$ cat src/rtl/axi_rd_engine.sv
// AXI read-channel master: turns burst requests into AR transactions and
// forwards R beats as a registered, back-pressurable word stream.
module axi_rd_engine #(
  parameter int ADDR_W          = 32,
  parameter int DATA_W          = 32,
  parameter int MAX_OUTSTANDING = 4
) (
  input  logic              clk,
  input  logic              rstn,
  input  logic              req_valid,
  output logic              req_ready,
  input  logic [ADDR_W-1:0] req_addr,
  input  logic [7:0]        req_len,
  input  logic              req_last,
  output logic              m_arvalid,
  input  logic              m_arready,
  output logic [ADDR_W-1:0] m_araddr,
  output logic [7:0]        m_arlen,
  output logic [2:0]        m_arsize,
  output logic [1:0]        m_arburst,
  input  logic              m_rvalid,
  output logic              m_rready,
  input  logic [DATA_W-1:0] m_rdata,
  input  logic [1:0]        m_rresp,
  input  logic              m_rlast,
  output logic              out_valid,
  input  logic              out_ready,
  output logic [DATA_W-1:0] out_data,
  output logic              out_last,
  output logic              done,
  output logic              err,
  input  logic              err_clr
);

  localparam int PTR_W = $clog2(MAX_OUTSTANDING);
  localparam int CNT_W = PTR_W + 1;
  localparam logic [CNT_W-1:0] MAX_CNT = CNT_W'(MAX_OUTSTANDING);

  if (DATA_W != 32) begin : g_bad_data_w
    $fatal(1, "axi_rd_engine: DATA_W must be 32");
  end
  if ((MAX_OUTSTANDING < 2) || (MAX_OUTSTANDING > 16) ||
      ((1 << PTR_W) != MAX_OUTSTANDING)) begin : g_bad_max_os
    $fatal(1, "axi_rd_engine: MAX_OUTSTANDING must be a power of 2 in 2..16");
  end

  logic              r_ready_en;
  logic              r_arvalid;
  logic [ADDR_W-1:0] r_araddr;
  logic [7:0]        r_arlen;
  logic [7:0]        r_fifo_len  [MAX_OUTSTANDING];
  logic              r_fifo_last [MAX_OUTSTANDING];
  logic [PTR_W-1:0]  r_wr_ptr;
  logic [PTR_W-1:0]  r_rd_ptr;
  logic [CNT_W-1:0]  r_os_cnt;
  logic [7:0]        r_beat_cnt;
  logic              r_out_valid;
  logic [DATA_W-1:0] r_out_data;
  logic              r_out_last;
  logic              r_done;
  logic              r_err;

  logic              w_req_fire;
  logic              w_r_fire;
  logic              w_exp_last;
  logic              w_pop;
  logic              w_beat_err;

  assign req_ready  = r_ready_en && !r_arvalid && (r_os_cnt < MAX_CNT);
  assign m_rready   = (r_os_cnt != '0) && (!r_out_valid || out_ready);
  assign w_req_fire = req_valid && req_ready;
  assign w_r_fire   = m_rvalid && m_rready;
  assign w_exp_last = (r_beat_cnt == r_fifo_len[r_rd_ptr]);
  assign w_pop      = w_r_fire && w_exp_last;
  // Framing follows the tracked length; m_rlast only feeds the error check.
  assign w_beat_err = w_r_fire && ((m_rresp != 2'b00) || (m_rlast != w_exp_last));

  assign m_arvalid = r_arvalid;
  assign m_araddr  = r_araddr;
  assign m_arlen   = r_arlen;
  assign m_arsize  = 3'b010;
  assign m_arburst = 2'b01;
  assign out_valid = r_out_valid;
  assign out_data  = r_out_data;
  assign out_last  = r_out_last;
  assign done      = r_done;
  assign err       = r_err;

  // Keeps req_ready low until the first clock after reset release.
  always_ff @(posedge clk or negedge rstn) begin
    if (!rstn) r_ready_en <= 1'b0;
    else       r_ready_en <= 1'b1;
  end

  always_ff @(posedge clk or negedge rstn) begin
    if (!rstn) begin
      r_arvalid <= 1'b0;
      r_araddr  <= '0;
      r_arlen   <= '0;
    end else if (w_req_fire) begin
      r_arvalid <= 1'b1;
      r_araddr  <= req_addr;
      r_arlen   <= req_len;
    end else if (m_arready) begin
      r_arvalid <= 1'b0;
    end
  end

  // Tracking FIFO; occupancy equals r_os_cnt, which also separates full from empty.
  always_ff @(posedge clk or negedge rstn) begin
    if (!rstn) begin
      for (int i = 0; i < MAX_OUTSTANDING; i++) begin
        r_fifo_len[i]  <= '0;
        r_fifo_last[i] <= 1'b0;
      end
      r_wr_ptr   <= '0;
      r_rd_ptr   <= '0;
      r_os_cnt   <= '0;
      r_beat_cnt <= '0;
    end else begin
      if (w_req_fire) begin
        r_fifo_len[r_wr_ptr]  <= req_len;
        r_fifo_last[r_wr_ptr] <= req_last;
        r_wr_ptr              <= r_wr_ptr + 1'b1;
      end
      if (w_pop) r_rd_ptr <= r_rd_ptr + 1'b1;
      case ({w_req_fire, w_pop})
        2'b10:   r_os_cnt <= r_os_cnt + 1'b1;
        2'b01:   r_os_cnt <= r_os_cnt - 1'b1;
        default: r_os_cnt <= r_os_cnt;
      endcase
      if (w_r_fire) r_beat_cnt <= w_exp_last ? 8'd0 : r_beat_cnt + 8'd1;
    end
  end

  always_ff @(posedge clk or negedge rstn) begin
    if (!rstn) begin
      r_out_valid <= 1'b0;
      r_out_data  <= '0;
      r_out_last  <= 1'b0;
      r_done      <= 1'b0;
    end else begin
      if (w_r_fire) begin
        r_out_valid <= 1'b1;
        r_out_data  <= m_rdata;
        r_out_last  <= w_exp_last && r_fifo_last[r_rd_ptr];
      end else if (out_ready) begin
        r_out_valid <= 1'b0;
      end
      r_done <= r_out_valid && out_ready && r_out_last;
    end
  end

  // A new error outranks a simultaneous clear.
  always_ff @(posedge clk or negedge rstn) begin
    if (!rstn)           r_err <= 1'b0;
    else if (w_beat_err) r_err <= 1'b1;
    else if (err_clr)    r_err <= 1'b0;
  end

endmodule
$ cat config.mk
export PLATFORM = sky130hd
export DESIGN_NAME = axi_rd_engine
export DESIGN_NICKNAME = d
export VERILOG_FILES = /design/src/rtl/axi_rd_engine.sv
export SDC_FILE = /design/constraint.sdc
export NUM_CORES = 1
export LEC_CHECK = 0
export BUFFER_PORTS_ARGS = -buffer_cell sky130_fd_sc_hd__buf_2
export CORE_AREA = 2 2 128 105
export CTS_CLUSTER_DIAMETER = 120
export DETAILED_ROUTE_END_ITERATION = 7
export DIE_AREA = 0 0 130 107
export GPL_TIMING_DRIVEN = 0
export PLACE_DENSITY = 0.7
export SLEW_MARGIN = 5
export SYNTH_ARGS = -nofsm -noshare
export SYNTH_HDL_FRONTEND = slang
export SYNTH_SLANG_ARGS = --single-unit
$ cat constraint.sdc
create_clock -name clk -period 3.3 [get_ports clk]
set_clock_uncertainty 0.2 [all_clocks]
set_input_delay 0 -clock clk [delete_from_list [all_inputs] [get_ports clk]]
set_output_delay 0 -clock clk [all_outputs]
set_load 0.05 [all_outputs]
==> metrics.md <==
| Metric | Value |
|---|---|
| Max_cap viols | 0 |
| Via/cell ratio | 4.79 |
| Fraction of layout cells with a size suffix above 1 | 50.8% |
| Worst-path maximum fanout | 10 |
| Peak supply drop | 0.000689 V |
| Most frequent CP cell | xor2_1 |
| Grt ovf | 0 |
| Die H | 107 µm |
| FP Rows | 37 |
| Vias in the first global route | 4147 |
| Max-slew violation count | 0 |
| Syn Area/Cell | 14.9 µm² |
| Initial core utilization | 42.9% |
| TritonCTS Buffers | 17 |
| CTS clk-pin slew, worst paths | 60 ps |
| Area contributors post-synth | dfrtp_1 60%, mux2_2 22%, mux4_1 4.4%, xnor2_1 1.8%, ha_1 1.4% |
| Yosys cell types | 35 |
| Clk Tree Root Cell | clkbuf_16 |
| H-Tree Depth | 4 |
| Worst setup path class | reg2reg |
| Final #Nets | 727 |
| Routed len/inst | 15.5 µm |
| Simple-Gate Fraction of Synth Area | 4.36% |
| CTS Buffer Depth | 2 |
| Pwr dens | 1050 mW/mm² |
| Drt total wl | 12800 µm |
| ANT cells | 0 |
| Placer Congestion | 0.733 |
| Post-synthesis mux area share | 27.3% |
| Critical path data arrival time | 3340 ps |
| Worst min-delay path category | in2reg |
| Critical path, cell by cell | buf_6 > mux4_1 > xnor2_1 > nand4_4 > nor3_4 > ha_1 > inv_1 > fa_1 > xor2_1 > nor2_1 > xor2_1 |
| Mapped Area | 0.00542 mm² |
| Leak Pwr | 0.00380 µW |
| DRT antenna net count | 0 |
| Top cell type's share of synthesized area | 59.5% |
| Flops & latches, synth | 129 |
| Period minus WS final | 3200 ps |
| Max-slew headroom | 38.6% |
| Post-synthesis compound-gate area fraction | 2.31% |
| Crit-path max cell delay | 590 ps |
| CP required | 3440 ps |
| Total GRT Usage | 18.9% |
| Antenna violations before repair | 0 |
| DP HPWL | 8020 µm |
| Core area | 0.0126 mm² |
| Cells after Synth | 364 |
| Post-Synth Adder-Cell Area | 1.75% |
| Via count | 3949 |
| # setup viols final | 0 |
| Run status | completed |
| Final hold violation count | 0 |
| Worst Path Buf+Inv | 2 |
| Worst-margin pin slew | 919 ps |
| Critical path launch point type | flop |
| I/O pins | 167 |
| First-pass GRT wire length | 20300 µm |
| Synth warn | 0 |
| Synth area leader | dfrtp_1 |
| Area grow syn2layout | 48.2% |
| Main combinational cell family by area after synthesis | multiplexers |
| Port buffer count | 161 |
| Final Cell Area | 0.00804 mm² |
| Post-Synth XOR/XNOR Area | 2.26% |
| Hold Slack | 126 ps |
| Clk_lat worst skew | 410 ps |
| Largest net degree at the start of global routing | 91 |
| Largest delay share family, worst path | XOR/XNOR gates |
| Sequential area share after synthesis | 59.5% |
| DRC Markers | 0 |
| CP endpoint kind | flop |
| DR iter-0 viols | 177 |
| Clock Sinks | 129 |
| CTS tree | built |
| Final Cycle Share | 97.1% |
| Fmax | 312 MHz |
| Slowest stage cell, crit path | mux4_1 |
| Area after DPL | 0.00650 mm² |
| Die X | 130 µm |
| First drt pass iteration count | 4 |
| Die area | 0.0139 mm² |
-- metrics by stage --
step / setup WS (ps) / instances / total power (µW) / utilization [%] / setup TNS [ps]
floorplan: 25.5 / 368 / 5520 / - / 0
global placement: -122 / 704 / 6270 / 51.2 / -122
detailed placement: -160 / 705 / 6400 / 51.5 / -160
CTS: 27.9 / 819 / 8330 / 62.8 / 0
global route: -67.8 / 824 / 8910 / 63.6 / -82.8
finish: 95.7 / 824 / 8480 / 63.6 / 0
-- cell usage after synthesis, drive strengths merged --
cell type,count
o21ai,10
xor2,3
inv,9
nor4,2
mux2i,3
a21oi,1
o22ai,2
o211ai,2
nand3,2
nor2b,2
o31a,1
fa,1
or3b,1
and2,1
dfrtp,129
clkbuf,9
and3,1
nand2,20
buf,8
o311ai,1
mux4,9
nor3,4
or2,2
nor2,7
nand4,2
nand2b,1
o2111ai,1
conb,2
a22o,1
xnor2,11
nor3b,2
ha,6
mux2,108
-- area by class of cell --
| cell class | instances | area, µm² |
|---|---|---|
| Buffer | 16 | 88.8 |
| Clock buffer | 19 | 443 |
| Clock inverter | 12 | 136 |
| Fill cell | 922 | 4600 |
| Inverter | 9 | 33.8 |
| Multi-Input combinational cell | 213 | 2160 |
| Sequential cell | 129 | 3230 |
| Tap cell | 175 | 219 |
| Timing Repair Buffer | 251 | 1730 |
-- cell families after synthesis --
family | after synthesis
DFF | 129
muxes | 120
and+or+nand+nor | 47
buffers and inverters | 26
AOI/OAI and AO/OA | 19
xor gates and xnor gates | 14
adders and majority gates | 7
other | 2
-- report_power, final --
part	total (µW)	internal (µW)	switching, µW
registers	2760	2310	449
clock network	1820	1130	689
logic	3900	1390	2510
-- routing by layer --
metal	vias to the layer above	GRT usage (%)	wire length [µm]
met4	0	7.99	180
met2	142	32.2	6380
met5	-	0	0
li1	1833	-	-
met3	16	4.39	720
met1	1958	23.0	5480
-- sequential cells by signal, summed over array words and instances (netlist names) --
| register | cells |
|---|---|
| out_last | 1 |
| r_ready_en | 1 |
| err | 1 |
| out_valid | 1 |
| m_arvalid | 1 |
| r_fifo_len | 32 |
| r_fifo_last | 4 |
| m_arlen | 8 |
| r_os_cnt | 3 |
| done | 1 |
| m_araddr | 32 |
| r_rd_ptr | 2 |
| r_wr_ptr | 2 |
| out_data | 32 |
| r_beat_cnt | 8 |
-- path summary, 6_finish.rpt --
| kind | start | end | slack [ps] | cells past startpoint |
|---|---|---|---|---|
| min in group asynchronous | rstn | m_arlen[7] | 470 | 4 |
| worst min-delay path | m_arready | m_arvalid | 130 | 3 |
| worst max register to register | r_rd_ptr[0] | r_os_cnt[2] | 100 | 11 |
| worst max-delay path | r_rd_ptr[0] | r_os_cnt[2] | 100 | 11 |
| worst min register to register | r_fifo_len[2] | r_fifo_len[2] | 300 | 1 |
| max in group asynchronous | rstn | out_valid | 2000 | 4 |
-- layout by cell type (no fill, tap or decap), types with 3 or more instances in the layout --
cell type | synthesis | layout
clkinvlp_4 | 0 | 3
buf_2 | 2 | 162
clkbuf_1 | 9 | 9
xnor2_2 | 0 | 7
nor3_1 | 4 | 3
ha_1 | 6 | 6
dfrtp_1 | 129 | 129
inv_1 | 9 | 9
xnor2_1 | 11 | 4
mux2_2 | 108 | 108
dlygate4sd3_1 | 0 | 83
mux2i_1 | 3 | 3
nor2_1 | 7 | 7
mux4_1 | 9 | 7
clkinv_4 | 0 | 4
conb_1 | 2 | 6
xor2_1 | 3 | 3
o21ai_0 | 10 | 10
buf_4 | 5 | 10
clkbuf_16 | 0 | 17
nand2_1 | 20 | 20
-- what timing repair did --
action,CTS,global route
resized for setup,1,12
cloned,0,0
hold buffers,84,0
pin swaps,0,2
endpoints found under the setup margin,1,1
setup buffers,0,5
endpoints found under the hold margin,242,0
-- worst register-to-register path, cell delays in order (launching register included) --
cell     delay (ps)
dfrtp_1         340
buf_6           180
mux4_1          590
xnor2_1         290
nand4_4         220
nor3_4          240
ha_1            220
inv_1            60
fa_1            370
xor2_1          150
nor2_1          110
xor2_1          160
(Power assumes the default switching activity.)
